===== src/rtl/memory_arbiter_pkg.sv =====
// Shared types, constants and request-kind priority helper for the memory arbiter.
package memory_arbiter_pkg;

  localparam int WORD_W = 32;

  typedef enum logic [1:0] {
    FREE   = 2'd0,
    BUSY   = 2'd1,
    ACCESS = 2'd2,
    ERROR  = 2'd3
  } ramstate_t;

  typedef enum logic [1:0] {
    IREQ   = 2'd0,
    DREQ_R = 2'd1,
    DREQ_W = 2'd2
  } req_kind_t;

  typedef enum logic {
    ST_IDLE = 1'b0,
    ST_BUSY = 1'b1
  } arb_state_t;

  // Data writes beat data reads beat instruction fetches within one CPU.
  function automatic req_kind_t pick_kind(input logic i_dren, input logic i_dwen);
    req_kind_t v_kind;
    if (i_dwen) begin
      v_kind = DREQ_W;
    end else if (i_dren) begin
      v_kind = DREQ_R;
    end else begin
      v_kind = IREQ;
    end
    return v_kind;
  endfunction

endpackage


===== src/rtl/memory_arbiter_rr_select.sv =====
// Combinational round-robin picker: first requester at or after the start pointer.
module memory_arbiter_rr_select #(
  parameter int N     = 2,
  parameter int PTR_W = 1
) (
  input  logic [N-1:0]     i_req,
  input  logic [PTR_W-1:0] i_start,
  output logic [PTR_W-1:0] o_idx,
  output logic             o_valid
);

  logic [N-1:0] w_rot;
  int           w_cand;

  // Rotate so bit 0 is the start position, then take the lowest set bit.
  always_comb begin
    w_rot   = N'({i_req, i_req} >> i_start);
    o_idx   = '0;
    o_valid = 1'b0;
    w_cand  = 0;
    for (int i = 0; i < N; i++) begin
      if (!o_valid && w_rot[i]) begin
        w_cand = int'(i_start) + i;
        if (w_cand >= N) begin
          w_cand = w_cand - N;
        end else begin
          w_cand = w_cand;
        end
        o_idx   = PTR_W'(w_cand);
        o_valid = 1'b1;
      end
    end
  end

endmodule


===== src/rtl/memory_arbiter.sv =====
// Arbitrates per-CPU icache/dcache requests onto a single RAM port, one
// transaction at a time, round-robin across CPUs.
module memory_arbiter #(
  parameter int CPUS   = 2,
  parameter int WORD_W = memory_arbiter_pkg::WORD_W
) (
  input  logic                   CLK,
  input  logic                   nRST,
  input  logic [CPUS-1:0]        iREN,
  input  logic [CPUS-1:0]        dREN,
  input  logic [CPUS-1:0]        dWEN,
  input  logic [CPUS*WORD_W-1:0] iaddr,
  input  logic [CPUS*WORD_W-1:0] daddr,
  input  logic [CPUS*WORD_W-1:0] dstore,
  output logic [CPUS-1:0]        iwait,
  output logic [CPUS-1:0]        dwait,
  output logic [CPUS*WORD_W-1:0] iload,
  output logic [CPUS*WORD_W-1:0] dload,
  output logic                   ramREN,
  output logic                   ramWEN,
  output logic [WORD_W-1:0]      ramaddr,
  output logic [WORD_W-1:0]      ramstore,
  input  logic [WORD_W-1:0]      ramload,
  input  logic [1:0]             ramstate
);

  import memory_arbiter_pkg::*;

  localparam int PTR_W = (CPUS > 1) ? $clog2(CPUS) : 1;

  arb_state_t       r_state;
  arb_state_t       w_next_state;
  logic [PTR_W-1:0] r_rr_ptr;
  logic [PTR_W-1:0] w_rr_next;
  logic [PTR_W-1:0] r_cpu;
  req_kind_t        r_kind;
  logic [WORD_W-1:0] r_addr;
  logic [WORD_W-1:0] r_data;

  logic [CPUS-1:0]   w_any_req;
  logic [PTR_W-1:0]  w_sel_idx;
  logic              w_sel_valid;
  req_kind_t         w_sel_kind;
  logic [WORD_W-1:0] w_sel_addr;
  logic [WORD_W-1:0] w_sel_data;
  logic              w_gnt_active;
  logic              w_latch;
  logic              w_done;

  assign w_any_req = iREN | dREN | dWEN;
  assign w_rr_next = (r_cpu == PTR_W'(CPUS - 1)) ? '0 : r_cpu + PTR_W'(1);

  memory_arbiter_rr_select #(
    .N     (CPUS),
    .PTR_W (PTR_W)
  ) u_rr_select (
    .i_req   (w_any_req),
    .i_start (r_rr_ptr),
    .o_idx   (w_sel_idx),
    .o_valid (w_sel_valid)
  );

  // Kind, address and write data of the CPU the picker chose.
  always_comb begin
    w_sel_kind = IREQ;
    w_sel_addr = '0;
    w_sel_data = '0;
    for (int c = 0; c < CPUS; c++) begin
      if (w_sel_idx == PTR_W'(c)) begin
        w_sel_kind = pick_kind(dREN[c], dWEN[c]);
        w_sel_addr = (w_sel_kind == IREQ) ? iaddr[c*WORD_W +: WORD_W]
                                          : daddr[c*WORD_W +: WORD_W];
        w_sel_data = (w_sel_kind == DREQ_W) ? dstore[c*WORD_W +: WORD_W] : '0;
      end
    end
  end

  // A dropped request line of the granted kind aborts the transaction.
  always_comb begin
    w_gnt_active = 1'b0;
    for (int c = 0; c < CPUS; c++) begin
      if (r_cpu == PTR_W'(c)) begin
        case (r_kind)
          IREQ:    w_gnt_active = iREN[c];
          DREQ_R:  w_gnt_active = dREN[c];
          DREQ_W:  w_gnt_active = dWEN[c];
          default: w_gnt_active = 1'b0;
        endcase
      end
    end
  end

  // Next-state logic and RAM/CPU outputs.
  always_comb begin
    w_next_state = r_state;
    w_latch      = 1'b0;
    w_done       = 1'b0;
    ramREN       = 1'b0;
    ramWEN       = 1'b0;
    ramaddr      = '0;
    ramstore     = '0;
    iwait        = '1;
    dwait        = '1;
    iload        = '0;
    dload        = '0;
    case (r_state)
      ST_IDLE: begin
        if (w_sel_valid) begin
          w_latch      = 1'b1;
          w_next_state = ST_BUSY;
        end else begin
          w_next_state = ST_IDLE;
        end
      end
      ST_BUSY: begin
        if (!w_gnt_active) begin
          w_next_state = ST_IDLE;
        end else begin
          ramREN   = (r_kind != DREQ_W);
          ramWEN   = (r_kind == DREQ_W);
          ramaddr  = r_addr;
          ramstore = r_data;
          if (ramstate_t'(ramstate) == ACCESS) begin
            w_done       = 1'b1;
            w_next_state = ST_IDLE;
            for (int c = 0; c < CPUS; c++) begin
              if (r_cpu == PTR_W'(c)) begin
                if (r_kind == IREQ) begin
                  iwait[c]                   = 1'b0;
                  iload[c*WORD_W +: WORD_W]  = ramload;
                end else begin
                  dwait[c]                   = 1'b0;
                  dload[c*WORD_W +: WORD_W]  = ramload;
                end
              end
            end
          end else begin
            w_next_state = ST_BUSY;
          end
        end
      end
      default: w_next_state = ST_IDLE;
    endcase
  end

  // State, round-robin pointer and latched grant.
  always_ff @(posedge CLK or negedge nRST) begin
    if (!nRST) begin
      r_state  <= ST_IDLE;
      r_rr_ptr <= '0;
      r_cpu    <= '0;
      r_kind   <= IREQ;
      r_addr   <= '0;
      r_data   <= '0;
    end else begin
      r_state <= w_next_state;
      if (w_latch) begin
        r_cpu  <= w_sel_idx;
        r_kind <= w_sel_kind;
        r_addr <= w_sel_addr;
        r_data <= w_sel_data;
      end
      if (w_done) begin
        r_rr_ptr <= w_rr_next;
      end
    end
  end

endmodule


===== config.mk =====
export PLATFORM = sky130hd
export DESIGN_NAME = memory_arbiter
export DESIGN_NICKNAME = d
export VERILOG_FILES = /design/src/rtl/memory_arbiter_pkg.sv /design/src/rtl/memory_arbiter_rr_select.sv /design/src/rtl/memory_arbiter.sv
export SDC_FILE = /design/constraint.sdc
export NUM_CORES = 1
export LEC_CHECK = 0
export BUFFER_PORTS_ARGS = -buffer_cell sky130_fd_sc_hd__buf_2
export CAP_MARGIN = 20
export CORE_AREA = 2 2 167 169
export CTS_CLUSTER_SIZE = 10
export DETAILED_ROUTE_END_ITERATION = 8
export DIE_AREA = 0 0 169 171
export GPL_TIMING_DRIVEN = 0
export HOLD_SLACK_MARGIN = 0.03
export PLACE_DENSITY = 0.5
export SLEW_MARGIN = 30
export SYNTH_ARGS = -nofsm -noshare
export SYNTH_HDL_FRONTEND = slang
export SYNTH_SLANG_ARGS = --single-unit

===== constraint.sdc =====
create_clock -name CLK -period 5.37 [get_ports CLK]
set_clock_uncertainty 0.15 [all_clocks]
set_input_delay 0.537 -clock CLK [delete_from_list [all_inputs] [get_ports CLK]]
set_output_delay 0.537 -clock CLK [all_outputs]
set_load 0.01 [all_outputs]

==> results of run 1 <==
==> kinds of logic (layout without fill, tap and decap cells) <==
| group | Yosys count | count (layout) |
|---|---|---|
| compound gates | 145 | 145 |
| mux | 1 | 1 |
| buf+inv | 76 | 523 |
| other cells | 0 | 4 |
| flops | 69 | 69 |
| simple gates | 411 | 411 |
==> worst max-delay path by stage <==
stage	start	end	slack (ns)	depth (start not counted)
floorplan	dREN[1]	dload[23]	2.66	6
global placement	dREN[1]	dload[57]	1.64	7
detailed placement	dREN[1]	dload[57]	1.60	7
CTS	dREN[1]	dload[57]	1.60	7
global route	dREN[1]	dload[57]	1.52	7
finish	dREN[1]	dload[57]	1.71	7
==> final cells by class <==
| cell class | count | share of cell area, % |
|---|---|---|
| timing repair buffer | 431 | 26.1 |
| buffer | 69 | 3.41 |
| clock inverter | 7 | 1.19 |
| antenna | 4 | 0.119 |
| inverter | 7 | 0.314 |
| tap | 346 | 5.17 |
| multi-input combinational | 557 | 40.4 |
| sequential | 69 | 20.6 |
| clock buffer | 9 | 2.69 |
==> report_power, final <==
| group | switching, mW | leakage, nW | internal (mW) |
|---|---|---|---|
| Combinational | 1.23 | 3.43 | 0.778 |
| Clock | 0.255 | 0.148 | 0.408 |
| Sequential | 0.122 | 0.821 | 0.792 |
==> sequential cells by signal, indices dropped and copies added, names as in the netlist <==
name      cells
r_addr       32
r_data       32
r_kind        2
r_cpu         1
r_rr_ptr      1
r_state       1
==> layer usage <==
| layer | share of wire (%) | wire length (um) | vias to the layer above |
|---|---|---|---|
| met5 | 0.17 | 46 | - |
| met4 | 2.4 | 658 | 6 |
| met3 | 5.5 | 1530 | 42 |
| met2 | 51 | 14300 | 282 |
| met1 | 41 | 11300 | 3146 |
| li1 | - | - | 3310 |
==> cell usage after synthesis, drive strengths merged (3+ instances only) <==
cell	n	area share, %
nand2	100	6.9
or4b	32	5.9
a21o	3	0.42
nor4	4	1.3
dfrtp	69	32
a32o	32	5.9
nor2	69	4.8
nor3	3	0.28
buf	5	0.55
clkbuf	64	4.7
inv	7	0.48
and2	193	22
o21ai	69	6.4
a221oi	32	5.2
==> tightest hold or removal path: stages <==
cell	delay [ns]
buf_2	0.07
a221oi_1	0.06
nor2_1	0.08
==> repair_timing <==
item | in CTS | in global routing
hold buffers | 1 | 0
endpoints found under the hold margin | 30 | 0
setup endpoints to repair | 0 | 0
==> through the flow <==
| step | hold WS (ns) | setup WS (ns) | utilization, % |
|---|---|---|---|
| 2_1_floorplan | 0.0914 | 2.66 | - |
| 3_3_place_gp | 0.306 | 1.64 | 29.3 |
| 3_5_place_dp | 0.313 | 1.60 | 29.4 |
| 4_1_cts | 0.285 | 1.60 | 30.6 |
| 5_1_grt | 0.299 | 1.52 | 30.7 |
| 6_report | 0.294 | 1.71 | 30.7 |
==> results.py, run 1 <==
metrics = {
    "outcome": {
        "status": "complete, no violations",
    },
    "critical_path": {
        "rrSetupSlack_ns": 3.29,
        "cp_slowest_stage_delay_ns": 0.64,
        "slowest_stage": "nor4_4",
        "path_cells": "clkbuf_1 > nor2b_1 > a221o_2 > nor4_4 > clkbuf_2 > and2_1 > buf_2",
        "crit_type": "input port to output pin",
        "critPathTopFamily": "buffers and inverters",
        "cp-start-kind": "input port",
        "crit_buf_inv": 3,
        "r2r_cells": 6,
        "rr_startpoint": "r_kind[0]$_DFFE_PN0P_",
        "critPathMaxFanout": 10,
        "cp.required_ns": 4.68,
        "crit_path_end_kind": "output pin",
        "cp.arrival_ns": 2.97,
        "rr_endpoint": "r_state$_DFF_PN0_",
    },
    "die": {
        "coreArea_um2": 27300,
        "io_pins": 432,
        "die_h_um": 171,
        "start_util_pct": 19.8,
        "dieArea_um2": 28900,
        "die_w_um": 169,
        "rows": 61,
    },
    "power": {
        "power_leakage_nw": 4.40,
        "powerDensity_nw_per_um2": 428,
        "ir_worst_vdd_v": 0.000187,
        "total_power_mw": 3.59,
    },
    "grt": {
        "grt_pass1_vias": 6324,
        "grt_max_degree": 40,
        "grt_overflow": 0,
        "met2_usage_pct": 33.2,
        "grt.busiest_layer": "met2",
        "antenna_found_initial": 9,
        "grt_pass1_wl_um": 39300,
        "use_met1_pct": 21.4,
        "grtUsageMet3_pct": 3.19,
        "grtUsageTotal_pct": 18.2,
    },
    "placement": {
        "post_dp_cell_area_um2": 8030,
        "hpwl_um": 22800,
        "portBuffers": 429,
        "dp.cells": 1478,
        "gp_congestion": 0.824,
    },
    "cts": {
        "cts.clk_slew.worst_paths_ns": 0.06,
        "cts.root.buffer_cell": "clkbuf_16",
        "cts.sinks": 69,
        "h-tree-depth": 3,
        "tritoncts": "built",
        "ctsLongestPathBuffers": 2,
        "post_cts_resized": 0,
        "cts_buffers": 9,
        "cts_setup_buffers": 0,
        "clk-insertion-delay-late_ns": 0.35,
    },
    "hold_path": {
        "min_path_type": "input port to register",
        "hp-start": "dstore[57]",
        "hold_path_depth": 3,
        "hold_end": "r_data[25]$_DFFE_PN0P_",
    },
    "route": {
        "drt-initial-drc-count": 297,
        "vias_per_cell": 4.53,
        "dr.pass1.iters": 5,
        "routedWlPerCell_um": 18.6,
        "ant_nets": 0,
        "drc_errors": 0,
        "dr_total_vias": 6786,
        "drt_wl_total_um": 27800,
    },
    "logic_synthesis": {
        "synth_edf_count": 0,
        "synth-adder-area-share_pct": 0,
        "synth_seq_cells": 69,
        "ys.warnings.count": 0,
        "synthDistinctLibCells": 36,
        "syn_area_per_cell_um2": 7.72,
        "synth-xor-area-share_pct": 0,
        "synthMuxAreaShare_pct": 0.185,
        "synth-simple-area-share_pct": 43.1,
        "synth-compound-area-share_pct": 19.2,
        "synth_top_family_by_area": "simple AND/OR/NAND/NOR gates",
        "seq_area_frac_synth_pct": 31.8,
        "async_flop_share_pct": 100,
        "synth_ff_type": "dfrtp_1",
        "syn_nets": 936,
        "syn_inst": 702,
        "synth_area_um2": 5420,
    },
    "finish": {
        "finalNonFillerCells": 1499,
        "area_growth_syn_to_layout_pct": 54.5,
        "fillers": 3023,
        "regArea_um2": 1730,
        "final_nets": 1378,
        "stdcell_area_um2": 8380,
        "final_layout_size_suffix_gt1_share_pct": 43.7,
        "multiInputGateArea_um2": 3380,
        "final_cell_mix": "buf_2 (431), and2_1 (193), nand2_1 (100), o21ai_0 (69), dfrtp_1 (69)",
        "mostFrequentLayoutCell": "buf_2",
    },
    "sta": {
        "worst_pin_slew_ns": 0.721,
        "finalHoldViolations": 0,
        "tns_ns": 0,
        "slew_viol_final": 0,
        "fmax_mhz": 274,
        "setup_viol": 0,
        "post-route-min-period_ns": 3.66,
        "rsz0062_at_grt": "no",
        "finalCritPeriodShare_pct": 68.1,
        "relSlewSlack_pct": 51.9,
    },
    "job": {
        "maxCapViolations": 0,
    },
}
No activity file was read; power rests on OpenSTA's default activity.
==> run 2, diff against run 1 <==
--- a/config.mk
+++ b/config.mk
@@ -7,13 +7,13 @@
 export LEC_CHECK = 0
 export BUFFER_PORTS_ARGS = -buffer_cell sky130_fd_sc_hd__buf_2
 export CAP_MARGIN = 20
-export CORE_AREA = 2 2 167 169
+export CORE_AREA = 2 2 168 170
 export CTS_CLUSTER_SIZE = 10
 export DETAILED_ROUTE_END_ITERATION = 8
-export DIE_AREA = 0 0 169 171
+export DIE_AREA = 0 0 170 172
 export GPL_TIMING_DRIVEN = 0
 export HOLD_SLACK_MARGIN = 0.03
-export PLACE_DENSITY = 0.5
+export PLACE_DENSITY = 0.51
 export SLEW_MARGIN = 30
 export SYNTH_ARGS = -nofsm -noshare
 export SYNTH_HDL_FRONTEND = slang
==> constraint.sdc (replaced) <==
create_clock -name CLK -period 3.2 [get_ports CLK]
set_clock_uncertainty 0.15 [all_clocks]
set_input_delay 0.32 -clock CLK [delete_from_list [all_inputs] [get_ports CLK]]
set_output_delay 0.32 -clock CLK [all_outputs]
set_load 0.01 [all_outputs]
==> run 2 against run 1 <==
Wire length shrank 0.82%. First-iteration DRC count shrank 4.4%. Via count grew 1.0%. Critical path depth grew 1. Register-to-register slack lost 2.2 ns. Sequential power grew 68%. Setup slack lost 1.6 ns. Global-route usage shrank 0.62 points. Non-clock buffer count grew 8. Cell count grew 0.33%. Count of clock-buffer cells in the layout is the same. Hold slack lost 0.21 ns. Critical endpoint is now iload[12]. Highest routed layer unchanged.
==> results.py, run 2 (synthesized netlist as in run 1, its figures left out) <==
metrics = {
    "outcome": {
        "status": "complete, no violations",
    },
    "cts": {
        "clk-insertion-delay-late_ns": 0.34,
        "ctsLongestPathBuffers": 2,
        "h-tree-depth": 3,
        "tritoncts": "built",
        "cts.clk_slew.worst_paths_ns": 0.07,
        "cts.root.buffer_cell": "clkbuf_16",
        "cts.sinks": 69,
        "cts_buffers": 9,
    },
    "sta": {
        "finalHoldViolations": 0,
        "worst_pin_slew_ns": 0.790,
        "finalCritPeriodShare_pct": 95.7,
        "relSlewSlack_pct": 47.3,
        "post-route-min-period_ns": 3.06,
        "tns_ns": 0,
        "setup_viol": 0,
        "fmax_mhz": 327,
        "slew_viol_final": 0,
        "fin_ws_ns": 0.138,
        "rsz0062_at_grt": "no",
    },
    "power": {
        "total_power_mw": 5.97,
        "p_int_mw": 3.27,
        "power_frac_clock_pct": 17.2,
        "ir_worst_vdd_v": 0.000317,
        "powerDensity_nw_per_um2": 710,
        "p_seq_share_pct": 25.9,
        "p_switching_mw": 2.70,
        "power_leakage_nw": 4.44,
        "switching_share_pct": 45.2,
        "p_comb_share_pct": 56.9,
    },
    "hold_path": {
        "hp-start": "dstore[28]",
        "min_path_type": "input port to register",
    },
    "route": {
        "ant_nets": 0,
        "dr_total_vias": 6854,
        "drt-initial-drc-count": 284,
        "vias_per_cell": 4.56,
        "drt_wl_total_um": 27600,
        "dr.pass1.iters": 5,
        "drc_errors": 0,
        "routedWlPerCell_um": 18.4,
    },
    "grt": {
        "grtUsageTotal_pct": 17.6,
        "antenna_found_initial": 8,
        "grt_pass1_wl_um": 38600,
        "grt_max_degree": 36,
        "grt_overflow": 0,
        "grt_pass1_vias": 6359,
    },
    "critical_path": {
        "crit_path_end_kind": "output pin",
        "rrSetupSlack_ns": 1.10,
        "cp.required_ns": 2.73,
        "cp.arrival_ns": 2.59,
        "critPathMaxFanout": 10,
        "cp-start-kind": "register",
        "crit_type": "register to output pin",
        "startpoint": "r_kind[0]$_DFFE_PN0P_",
        "rr_startpoint": "r_rr_ptr$_DFFE_PN0P_",
    },
    "die": {
        "coreArea_um2": 27500,
        "die_w_um": 170,
        "start_util_pct": 19.7,
        "dieArea_um2": 29200,
        "rows": 61,
        "die_h_um": 172,
        "io_pins": 432,
    },
    "placement": {
        "dpl_worst_slack_ns": 0.00683,
        "hpwl_um": 22800,
        "portBuffers": 429,
        "gp_congestion": 0.854,
        "post_dp_cell_area_um2": 8030,
    },
    "finish": {
        "final_cell_mix": "buf_2 (431), and2_1 (193), nand2_1 (100), o21ai_0 (69), dfrtp_1 (69)",
        "reg_top3": "r_addr (32), r_data (32), r_kind (2)",
        "final_layout_size_suffix_gt1_share_pct": 44.4,
        "fin_util_pct": 30.6,
        "multiInputGateArea_um2": 3380,
        "fillers": 3050,
        "mostFrequentLayoutCell": "buf_2",
        "area_growth_syn_to_layout_pct": 55.0,
        "regArea_um2": 1730,
        "final_nets": 1386,
        "stdcell_area_um2": 8410,
    },
    "job": {
        "maxCapViolations": 0,
    },
}
## run 2: changes by cell type in the layout (fill, tap and decap cells not counted), sizes merged
cell	change
buf	+9
diode	-3
bufinv	-1
clkbuf	-1
inv	+1
## run 2: layer usage
metal / vias up / track usage (%) / wire [um]
met1: 3239 / 20.5 / 11200
met4: 4 / 4.53 / 495
met5: - / 0 / 27
met2: 267 / 33.3 / 14400
met3: 35 / 2.91 / 1530
li1: 3309 / - / -
## run 2: worst paths after layout
path                                     endpoint  cells after the start
setup / recovery                        iload[12]                      8
hold / removal             r_data[28]$_DFFE_PN0P_                      3
setup reg to reg           r_data[14]$_DFFE_PN0P_                      5
hold reg to reg            r_addr[22]$_DFFE_PN0P_                      2
max in group asynchronous   r_data[8]$_DFFE_PN0P_                      3
min in group asynchronous  r_addr[22]$_DFFE_PN0P_                      2
## run 2: area by class of cell
type,count,area share [%]
sequential,69,20.5
multi-input combinational,557,40.3
clock buffer,9,2.68
tap,346,5.15
buffer,69,3.48
clock inverter,7,0.893
inverter,7,0.313
timing repair buffer,439,26.6
antenna,1,0.0298
## run 2: power groups by stage
stage	Sequential, mW	Combinational (mW)	Clock [mW]
2_1_floorplan	1.49	2.04	0
3_3_place_gp	1.55	3.42	0
3_5_place_dp	1.56	3.43	0
4_1_cts	1.55	3.46	1.06
5_1_grt	1.61	3.78	1.10
6_report	1.54	3.40	1.03
## run 2: repair_timing
action                                  4_1_cts  5_1_grt
buffers inserted                              6        2
endpoints found under the setup margin      155       28
endpoints found under the hold margin        34        0
hold buffers                                  1        0
pin swaps                                     4        1
gates resized for setup                       4        3
## run 2: critical path, cell delays in order, from the launching register on
cell and delay, ns:
dfrtp_1 0.40, buf_6 0.15, o21bai_1 0.15, a221o_2 0.51, nor4_4 0.27, buf_4 0.19, clkbuf_2 0.27, and2_1 0.18
buf_2 0.13
## run 2: per-stage QoR
step           hold slack [ns]  std cells
2_1_floorplan           -0.126        702
3_3_place_gp             0.307       1477
3_5_place_dp             0.172       1478
4_1_cts                 0.0701       1501
5_1_grt                 0.0897       1504
6_report                0.0846       1504
==> run 3, diff against run 2 <==
--- a/config.mk
+++ b/config.mk
@@ -5,15 +5,16 @@
 export SDC_FILE = /design/constraint.sdc
 export NUM_CORES = 1
 export LEC_CHECK = 0
+export ABC_AREA = 1
 export BUFFER_PORTS_ARGS = -buffer_cell sky130_fd_sc_hd__buf_2
 export CAP_MARGIN = 20
-export CORE_AREA = 2 2 168 170
+export CORE_AREA = 2 2 170 172
 export CTS_CLUSTER_SIZE = 10
 export DETAILED_ROUTE_END_ITERATION = 8
-export DIE_AREA = 0 0 170 172
+export DIE_AREA = 0 0 172 174
 export GPL_TIMING_DRIVEN = 0
 export HOLD_SLACK_MARGIN = 0.03
-export PLACE_DENSITY = 0.51
+export PLACE_DENSITY = 0.53
 export SLEW_MARGIN = 30
 export SYNTH_ARGS = -nofsm -noshare
 export SYNTH_HDL_FRONTEND = slang
==> run 3 against run 2 <==
Core utilization increased by 1.8 points. Sequential share of layout area is 1.6 points lower. Wire length increased by 12%. Via count up 24%. Final area up 8.7%. Critical path depth rose by 2. Fmax rose by 3.2%. Sequential power is 3% lower. Largest power group unchanged. Register-to-register slack better by 0.26 ns. Combinational power grew 5%.
==> results.py, run 3 <==
metrics = {
    "outcome": {
        "status": "complete, no violations",
    },
    "cts": {
        "ctsLongestPathBuffers": 2,
        "h-tree-depth": 3,
        "cts.root.buffer_cell": "clkbuf_16",
        "cts.sinks": 69,
        "cts.clk_slew.worst_paths_ns": 0.06,
        "clk-insertion-delay-late_ns": 0.34,
        "post_cts_resized": 0,
        "tritoncts": "built",
        "cts_buffers": 9,
    },
    "logic_synthesis": {
        "syn_nets": 1358,
        "synth_seq_cells": 69,
        "netlist_top_cells_area": "nand2_1 (31%), dfrtp_1 (28%), nor2_1 (10%)",
        "synth_top_area_share_pct": 30.6,
        "synth_area_um2": 6160,
        "synth_edf_count": 0,
        "synthDistinctLibCells": 20,
        "synth_commonest_cells": "nand2_1 (502), nor2_1 (170), inv_1 (111)",
        "syn_inst": 1124,
        "seq_area_frac_synth_pct": 28.0,
        "synth_ff_type": "dfrtp_1",
        "ys.warnings.count": 0,
        "yosysMostFrequentCell": "nand2_1",
        "syn_area_per_cell_um2": 5.48,
        "async_flop_share_pct": 100,
        "synth_area_leader_cell": "nand2_1",
    },
    "critical_path": {
        "critPathTopFamily": "simple AND/OR/NAND/NOR gates",
        "cp.required_ns": 2.73,
        "path_cells": "nor2_1 > nand2_1 > nand2_1 > nor2_1 > nor2_4 > nand2_1 > buf_4 > buf_6 > nor2_1 > buf_2",
        "crit_buf_inv": 3,
        "cp.arrival_ns": 2.50,
        "crit_path_end_kind": "output pin",
        "critPathMaxFanout": 10,
        "cp-start-kind": "register",
        "slowest_stage": "dfrtp_1",
        "crit_type": "register to output pin",
        "cp_slowest_stage_delay_ns": 0.42,
    },
    "placement": {
        "gp_congestion": 0.877,
        "portBuffers": 430,
        "hpwl_um": 25600,
    },
    "sta": {
        "slew_viol_final": 0,
        "setup_viol": 0,
        "finalCritPeriodShare_pct": 92.8,
        "fmax_mhz": 337,
        "finalHoldViolations": 0,
        "worst_pin_slew_ns": 0.662,
        "rsz0062_at_grt": "no",
        "relSlewSlack_pct": 55.8,
        "tns_ns": 0,
        "post-route-min-period_ns": 2.97,
    },
    "grt": {
        "antenna_found_initial": 7,
        "grt_overflow": 0,
        "grtUsageTotal_pct": 19.8,
        "grt_pass1_wl_um": 44900,
        "grt_pass1_vias": 8064,
        "grt_max_degree": 43,
    },
    "route": {
        "routedWlPerCell_um": 15.7,
        "ant_nets": 0,
        "drt-initial-drc-count": 385,
        "vias_per_cell": 4.34,
        "drc_errors": 0,
        "drt_wl_total_um": 30800,
        "dr.pass1.iters": 5,
        "dr_total_vias": 8501,
    },
    "die": {
        "rows": 62,
        "dieArea_um2": 29900,
        "io_pins": 432,
        "start_util_pct": 21.8,
        "die_w_um": 172,
        "coreArea_um2": 28200,
        "die_h_um": 174,
    },
    "finish": {
        "final_layout_size_suffix_gt1_share_pct": 31.7,
        "reg_top3": "r_addr (32), r_data (32), r_kind (2)",
        "final_nets": 1801,
        "final_cell_mix": "nand2_1 (502), buf_2 (458), nor2_1 (170), inv_1 (111), dfrtp_1 (69)",
        "mostFrequentLayoutCell": "nand2_1",
        "area_growth_syn_to_layout_pct": 48.3,
        "fin_util_pct": 32.3,
    },
    "job": {
        "maxCapViolations": 0,
    },
    "power": {
        "powerDensity_nw_per_um2": 668,
        "power_leakage_nw": 5.74,
        "ir_worst_vdd_v": 0.000349,
    },
    "hold_path": {
        "min_path_type": "input port to register",
    },
}
==> run 3: cell count changes after synthesis, sizes merged, moves of 34 or more <==
cell	delta
nand4	+65
o21ai	-34
and2	-193
nand2	+406
nand3	+44
buf	+41
inv	+106
nor2	+105
==> run 3: cells by family after synthesis <==
family | after synthesis | share of synthesized area [%]
AND/OR/NAND/NOR | 821 | 54.8
flip-flops | 69 | 28.0
AO/OA/AOI/OAI | 35 | 3.03
buffers and inverters | 199 | 14.1
==> run 3: power breakdown <==
group	leakage (nW)	total (mW)	switching, mW	internal, mW
logic	4.72	3.57	2.40	1.17
registers	0.879	1.50	0.218	1.28
clock network	0.143	1.03	0.388	0.643
total	5.74	6.10	3.01	3.09
==> run 3: tightest hold or removal path, delay by kind of cell <==
family        cells  cell delay [ns]
buf+inv           1             0.08
simple gates      4             0.22
==> run 3: repair_timing <==
| item | CTS | global route |
|---|---|---|
| endpoints found under the setup margin | 0 | 0 |
| setup buffers | 0 | 0 |
| hold buffers | 1 | 0 |
| hold endpoints to repair | 27 | 0 |
==> run 3: metal layers <==
layer  wire (um)  global-route usage, %  vias to the layer above  part of all wire (%)
li1            -                      -                     4320                     -
met5          41                      0                        -                  0.13
met2       16300                   38.0                      296                    53
met4         999                   7.46                        6                   3.2
met1       11700                   20.8                     3828                    38
met3        1780                   3.98                       51                   5.8
==> run 3: worst paths after layout <==
kind                                   startpoint                endpoint  slack (ns)  cells past startpoint
min in group asynchronous                    nRST  r_data[20]$_DFFE_PN0P_        0.31                      2
max reg2reg                     r_state$_DFF_PN0_   r_data[7]$_DFFE_PN0P_        1.36                      6
max                         r_kind[1]$_DFFE_PN0P_             ramaddr[16]        0.23                     10
min reg2reg                r_data[24]$_DFFE_PN0P_  r_data[24]$_DFFE_PN0P_        0.32                      2
min                                    dstore[30]  r_data[30]$_DFFE_PN0P_        0.16                      5
max in group asynchronous                    nRST       r_state$_DFF_PN0_        2.00                      3
==> run 3: cell type report <==
class | instances | area (um2)
Antenna cell | 4 | 10.0
Buffer | 84 | 438
Clock buffer | 14 | 264
Clock inverter | 1 | 30.0
Fill cell | 3347 | 19100
Inverter | 115 | 432
Multi-Input combinational cell | 856 | 3560
Sequential cell | 69 | 1730
Tap cell | 384 | 480
Timing Repair Buffer | 432 | 2190
==> run 3: metrics by stage <==
stage | cells | setup WS (ns) | cell area [um2] | hold WS, ns | total power, mW
after floorplan | 1124 | 1.25 | 6160 | -0.126 | 3.75
after global placement | 1938 | 0.506 | 8790 | 0.311 | 5.11
after detailed placement | 1939 | 0.510 | 8820 | 0.130 | 5.14
after CTS | 1955 | 0.231 | 9120 | 0.146 | 6.21
after global routing | 1959 | 0.0802 | 9130 | 0.166 | 6.71
final | 1959 | 0.231 | 9130 | 0.155 | 6.10
